<file path="src/rtl/fft_tw_sched.sv">
// Radix-2 DIT FFT butterfly scheduler: walks every stage of an N-point
// transform, issuing (addr_a, addr_b, tw_idx) commands with a drain gap per stage.
module fft_tw_sched #(
  parameter int LOG2N    = 7,
  parameter int PIPE_LAT = 4
) (
  input  logic             clk,
  input  logic             rst_n,
  input  logic             start,
  input  logic             abort,
  input  logic             bf_ready,
  output logic             bf_valid,
  output logic [LOG2N-1:0] addr_a,
  output logic [LOG2N-1:0] addr_b,
  output logic [LOG2N-1:0] tw_idx,
  output logic [2:0]       stage,
  output logic             busy,
  output logic             done
);

  localparam int               J_W        = LOG2N - 1;
  localparam logic [J_W-1:0]   J_LAST     = '1;
  localparam logic [J_W-1:0]   J_ONE      = J_W'(1);
  localparam logic [2:0]       S_LAST     = 3'(LOG2N - 1);
  localparam logic [3:0]       DRAIN_LAST = 4'(PIPE_LAT - 1);
  localparam logic [LOG2N-1:0] A_ONE      = LOG2N'(1);

  typedef enum logic [1:0] {
    IDLE,
    RUN,
    DRAIN,
    DONE
  } state_e;

  state_e           state_q, state_d;
  logic [J_W-1:0]   j_q, j_d;
  logic [2:0]       s_q, s_d;
  logic [3:0]       cnt_q, cnt_d;
  logic             bf_valid_q, bf_valid_d;
  logic             busy_q, busy_d;
  logic             done_q, done_d;
  logic [2:0]       stage_q, stage_d;
  logic [LOG2N-1:0] addr_a_q, addr_a_d;
  logic [LOG2N-1:0] addr_b_q, addr_b_d;
  logic [LOG2N-1:0] tw_idx_q, tw_idx_d;

  function automatic logic [LOG2N-1:0] span_of(input logic [2:0] s);
    return A_ONE << s;
  endfunction

  function automatic logic [LOG2N-1:0] pos_of(input logic [J_W-1:0] j, input logic [2:0] s);
    logic [LOG2N-1:0] jx;
    jx = {1'b0, j};
    return jx & (span_of(s) - A_ONE);
  endfunction

  // Butterflies of one group sit span apart; groups are 2*span wide.
  function automatic logic [LOG2N-1:0] upper_addr(input logic [J_W-1:0] j, input logic [2:0] s);
    logic [LOG2N-1:0] jx;
    logic [LOG2N-1:0] grp;
    jx  = {1'b0, j};
    grp = jx >> s;
    return (grp << (s + 3'd1)) | pos_of(j, s);
  endfunction

  function automatic logic [LOG2N-1:0] twiddle(input logic [J_W-1:0] j, input logic [2:0] s);
    return pos_of(j, s) << (S_LAST - s);
  endfunction

  always_comb begin
    state_d = state_q;
    j_d     = j_q;
    s_d     = s_q;
    cnt_d   = cnt_q;

    unique case (state_q)
      IDLE: begin
        if (start) begin
          state_d = RUN;
          j_d     = '0;
          s_d     = '0;
        end
      end
      RUN: begin
        if (bf_ready) begin
          if (j_q == J_LAST) begin
            j_d     = '0;
            cnt_d   = DRAIN_LAST;
            state_d = DRAIN;
          end else begin
            j_d = j_q + J_ONE;
          end
        end
      end
      DRAIN: begin
        if (cnt_q == 4'd0) begin
          if (s_q == S_LAST) begin
            state_d = DONE;
          end else begin
            s_d     = s_q + 3'd1;
            state_d = RUN;
          end
        end else begin
          cnt_d = cnt_q - 4'd1;
        end
      end
      DONE: begin
        state_d = IDLE;
        s_d     = '0;
      end
      default: state_d = IDLE;
    endcase

    // Abort beats any handshake landing on the same edge.
    if (abort && (state_q != IDLE)) begin
      state_d = IDLE;
      j_d     = '0;
      s_d     = '0;
      cnt_d   = '0;
    end
  end

  // Outputs are precomputed from the next state so they leave the flops directly.
  always_comb begin
    bf_valid_d = (state_d == RUN);
    busy_d     = (state_d != IDLE);
    done_d     = (state_d == DONE);
    stage_d    = busy_d ? s_d : 3'd0;
    addr_a_d   = '0;
    addr_b_d   = '0;
    tw_idx_d   = '0;
    if (state_d == RUN) begin
      addr_a_d = upper_addr(j_d, s_d);
      addr_b_d = addr_a_d + span_of(s_d);
      tw_idx_d = twiddle(j_d, s_d);
    end
  end

  always_ff @(posedge clk or negedge rst_n) begin
    if (!rst_n) begin
      state_q    <= IDLE;
      j_q        <= '0;
      s_q        <= '0;
      cnt_q      <= '0;
      bf_valid_q <= 1'b0;
      busy_q     <= 1'b0;
      done_q     <= 1'b0;
      stage_q    <= '0;
      addr_a_q   <= '0;
      addr_b_q   <= '0;
      tw_idx_q   <= '0;
    end else begin
      state_q    <= state_d;
      j_q        <= j_d;
      s_q        <= s_d;
      cnt_q      <= cnt_d;
      bf_valid_q <= bf_valid_d;
      busy_q     <= busy_d;
      done_q     <= done_d;
      stage_q    <= stage_d;
      addr_a_q   <= addr_a_d;
      addr_b_q   <= addr_b_d;
      tw_idx_q   <= tw_idx_d;
    end
  end

  assign bf_valid = bf_valid_q;
  assign busy     = busy_q;
  assign done     = done_q;
  assign stage    = stage_q;
  assign addr_a   = addr_a_q;
  assign addr_b   = addr_b_q;
  assign tw_idx   = tw_idx_q;

endmodule

</file>
<file path="config.mk">
export PLATFORM = sky130hd
export DESIGN_NAME = fft_tw_sched
export DESIGN_NICKNAME = d
export VERILOG_FILES = /design/src/rtl/fft_tw_sched.sv
export SDC_FILE = /design/constraint.sdc
export NUM_CORES = 1
export LEC_CHECK = 0
export CAP_MARGIN = 10
export CORE_AREA = 2 2 77 79
export CTS_CLUSTER_DIAMETER = 200
export DETAILED_ROUTE_END_ITERATION = 7
export DIE_AREA = 0 0 79 81
export GPL_TIMING_DRIVEN = 0
export PLACE_DENSITY_LB_ADDON = 0.15
export SYNTH_ARGS = -nofsm -noshare
export SYNTH_HDL_FRONTEND = slang
export SYNTH_SLANG_ARGS = --single-unit
</file>
<file path="constraint.sdc">
create_clock -name clk -period 4.8 [get_ports clk]
set_clock_uncertainty 0.2 [all_clocks]
set_input_delay 0.96 -clock clk [delete_from_list [all_inputs] [get_ports clk]]
set_output_delay 0.96 -clock clk [all_outputs]
set_load 0.005 [all_outputs]
</file>
==> flow_summary.yaml <==
cells_and_area:
  design_area_um2: 3665
  syn_to_final_growth_pct: 23.38
  seqCellArea_um2: 1052
  drive_gt1_share_pct: 19.95
  n_fill_cell: 482
  multi_input_area_um2: 1858
  layout.cells.non_filler: 451
  n_antenna_cell: 0
  utilization_pct: 64.57
  fin_nets: 398
place:
  dp.final_hpwl_mm: 5.276
  portBuffers: 31
  placedCellCount: 437
  placedInstanceArea_um2: 3390
  place_ws_ns: -1.002
  gp_congestion: 0.9097
pwr:
  p_sw_share_pct: 26.33
  ir_worst_vdd_uv: 163.9
  intPower_uw: 589.7
  power.share.clock_pct: 35.2
  combPwrFrac_pct: 17.6
  power.switching_uw: 210.8
  power_frac_seq_pct: 47.2
  powerDensity_nw_per_um2: 218.4
  leakage_nw: 1.649
  finalPower_uw: 800.5
synth:
  synth_area_um2: 2970
  ys_ff_latch: 42
  synth_edf_count: 0
  synthAdderAreaFrac_pct: 7.414
  synth_top_family_by_area: "compound AO/OA/AOI/OAI gates"
  synth_largest_area_cell: "dfrtp_1"
  synthMuxAreaShare_pct: 2.822
  yosysSeqAreaShare_pct: 35.38
  yosysTopAreaCellShare_pct: 35.38
  synth_area_leaders: "dfrtp_1 (35%), ha_1 (6.7%), nor2_1 (4.3%)"
  yosysMostFrequentCell: "dfrtp_1"
  synth-compound-area-share_pct: 23.93
  syn_avg_cell_area_um2: 9.001
  yosys.area_share.simple_pct: 22.91
  ys_warn_count: 0
  yosys.area_share.xor_xnor_pct: 2.359
  synth_cell_type_count: 77
  synthFlopType: "dfrtp_1"
  syn_inst: 330
  syn_nets: 352
  ys_async_sr_fraction_pct: 100.0
  synth_common_cells: "dfrtp_1 (42), nor2_1 (34), nand2_1 (28)"
detailed_routing:
  drt_pass1_iterations: 5
  vias: 2707
  drt-total-wl_mm: 7.244
  antenna_left: 0
  first_iter_violations: 259
  viasPerCell: 6.002
  wl_per_cell_um: 16.06
  remaining_drc_errors: 0
timing:
  finalCritPeriodShare_pct: 96.13
  setup_ws_ns: 0.1859
  fmax_mhz: 216.7
  min_period_ns: 4.614
  tightestPinTransition_ns: 0.7493
  slew_headroom_pct: 50.05
  hold_viol: 0
  drv_slew: 0
  setup-violations-final: 0
clock_network:
  numCtsBuffers: 5
  clk_latency_ns: 0.29
  clock-sinks: 42
  root_buffer: "clkbuf_8"
  htree_levels: 2
  cts.clk_slew.worst_paths_ns: 0.07
  cts_tree: "done"
  clk_path_buf_depth: 2
floorplan:
  dieHeight_um: 81
  core_area_um2: 5675
  start_util_pct: 52.34
  die_x_um: 79
  io_pins: 32
  row_count: 28
  die-area_um2: 6399
worst_setup_path:
  reg2reg_to: "addr_b[6]"
  worstSetupPathType: "in2reg"
  r2r_slack_ns: 0.24
  arrival_ns: 4.63
  cp_max_fo: 10
  cp-end-kind: "register"
  r2r_cells: 20
  start_kind: "input pin"
  rr_startpoint: "cnt_q[1]"
  required_ns: 4.82
grt:
  grt_pass1_wl_mm: 12.20
  grt_remaining_overflow: 0
  grt_max_degree: 30
  grtUsageTotal_pct: 24.04
  grt_pass1_vias: 2532
  antenna_found_initial: 0
hold_path:
  hp-start: "cnt_q[0]"
  hp-class: "reg2reg"
  hold_end: "cnt_q[0]"
  holdPathStages: 1
run_status:
  status: "finished, final reports clean"
flow_run:
  cap_violations: 0
## cell type report
class	instances	area share (%)
multi-input combinational	255	50.70
sequential	42	28.71
timing repair buffer	40	10.52
tap	75	2.561
clock buffer	6	2.253
buffer	12	2.219
inverter	20	2.219
clock inverter	1	0.8194
## power by group through the flow
stage	Combinational [mW]	Sequential (mW)	Clock, mW
after floorplan	0.0768	0.383	0
after global placement	0.126	0.384	0
after detailed placement	0.129	0.384	0
after CTS	0.131	0.377	0.290
after global routing	0.157	0.379	0.305
final	0.141	0.378	0.282
## stage by stage
stage | hold slack, ns | setup TNS (ns)
CTS | 0.3443 | 0
global placement | 0.3392 | -2.373
global route | 0.3618 | -0.004155
finish | 0.3056 | 0
floorplan | 0.3046 | 0
detailed placement | 0.3343 | -2.791
## cell families after synthesis
logic type	Yosys count
AND/OR/NAND/NOR	128
adder cells (fa/ha/maj)	17
multiplexers	8
XOR/XNOR	8
buffers and inverters	33
AO/OA/AOI/OAI	94
flip-flops	42
## worst max-delay path by stage
stage	startpoint	endpoint	slack (ns)	cells after the start
after floorplan	abort	addr_b[6]	0.25	19
after global placement	start	addr_b[6]	-0.93	19
after detailed placement	start	addr_b[6]	-1.00	19
after CTS	cnt_q[0]	addr_b[6]	0.008	20
after global routing	abort	addr_b[6]	-0.004	18
final	start	addr_b[6]	0.19	18
## state kept, by name (all words and copies together), names as in the netlist
| signal | flops |
|---|---|
| done | 1 |
| addr_b | 7 |
| state_q | 2 |
| s_q | 3 |
| stage | 3 |
| tw_idx | 7 |
| j_q | 6 |
| addr_a | 7 |
| bf_valid | 1 |
| busy | 1 |
| cnt_q | 4 |
## critical path, stage by stage
cell           delay (ns)
dlygate4sd2_1        0.32
nor3b_2              0.21
a2111o_1             0.40
o211ai_4             0.14
nand2_4              0.16
buf_6                0.20
ha_4                 0.28
nand2_2              0.11
o21ai_1              0.09
ha_2                 0.23
fa_1                 0.41
a21o_1               0.19
a21oi_2              0.17
o21bai_1             0.08
a21oi_1              0.16
xnor2_1              0.11
or2_2                0.28
mux2i_1              0.13
## cell usage in the layout (no fill, tap or decap), drive strengths merged, types with 3 or more instances in the layout
| cell | n |
|---|---|
| or2 | 3 |
| a21boi | 3 |
| a211oi | 3 |
| or3 | 3 |
| a21oi | 19 |
| clkinv | 3 |
| o32ai | 3 |
| a21o | 5 |
| ha | 16 |
| xnor2 | 7 |
| and3 | 3 |
| nand2b | 5 |
| a311oi | 4 |
| o211ai | 7 |
| clkbuf | 8 |
| o21ai | 21 |
| and2 | 8 |
| nor2 | 35 |
| nor3 | 7 |
| nand4 | 3 |
| and4b | 3 |
| nor3b | 3 |
| dfrtp | 42 |
| a31oi | 5 |
| nand2 | 30 |
| mux2i | 5 |
| mux2 | 3 |
| clkdlybuf4s50 | 27 |
| buf | 20 |
| inv | 17 |
| nand3 | 13 |
| nor2b | 3 |
## routing by layer
layer	up-vias	global-route usage [%]	wire [um]
li1	1298	-	-
met1	1288	34.20	3269
met2	105	37.03	3304
met3	16	3.889	501
met4	0	8.966	168
met5	-	0	0
## what timing repair did
item | CTS | global route
setup buffers | 2 | 6
hold buffers | 0 | 0
gates resized for setup | 13 | 19
setup endpoints to repair | 4 | 2
pin swaps | 2 | 5
No activity file was read; power rests on OpenSTA's default activity.
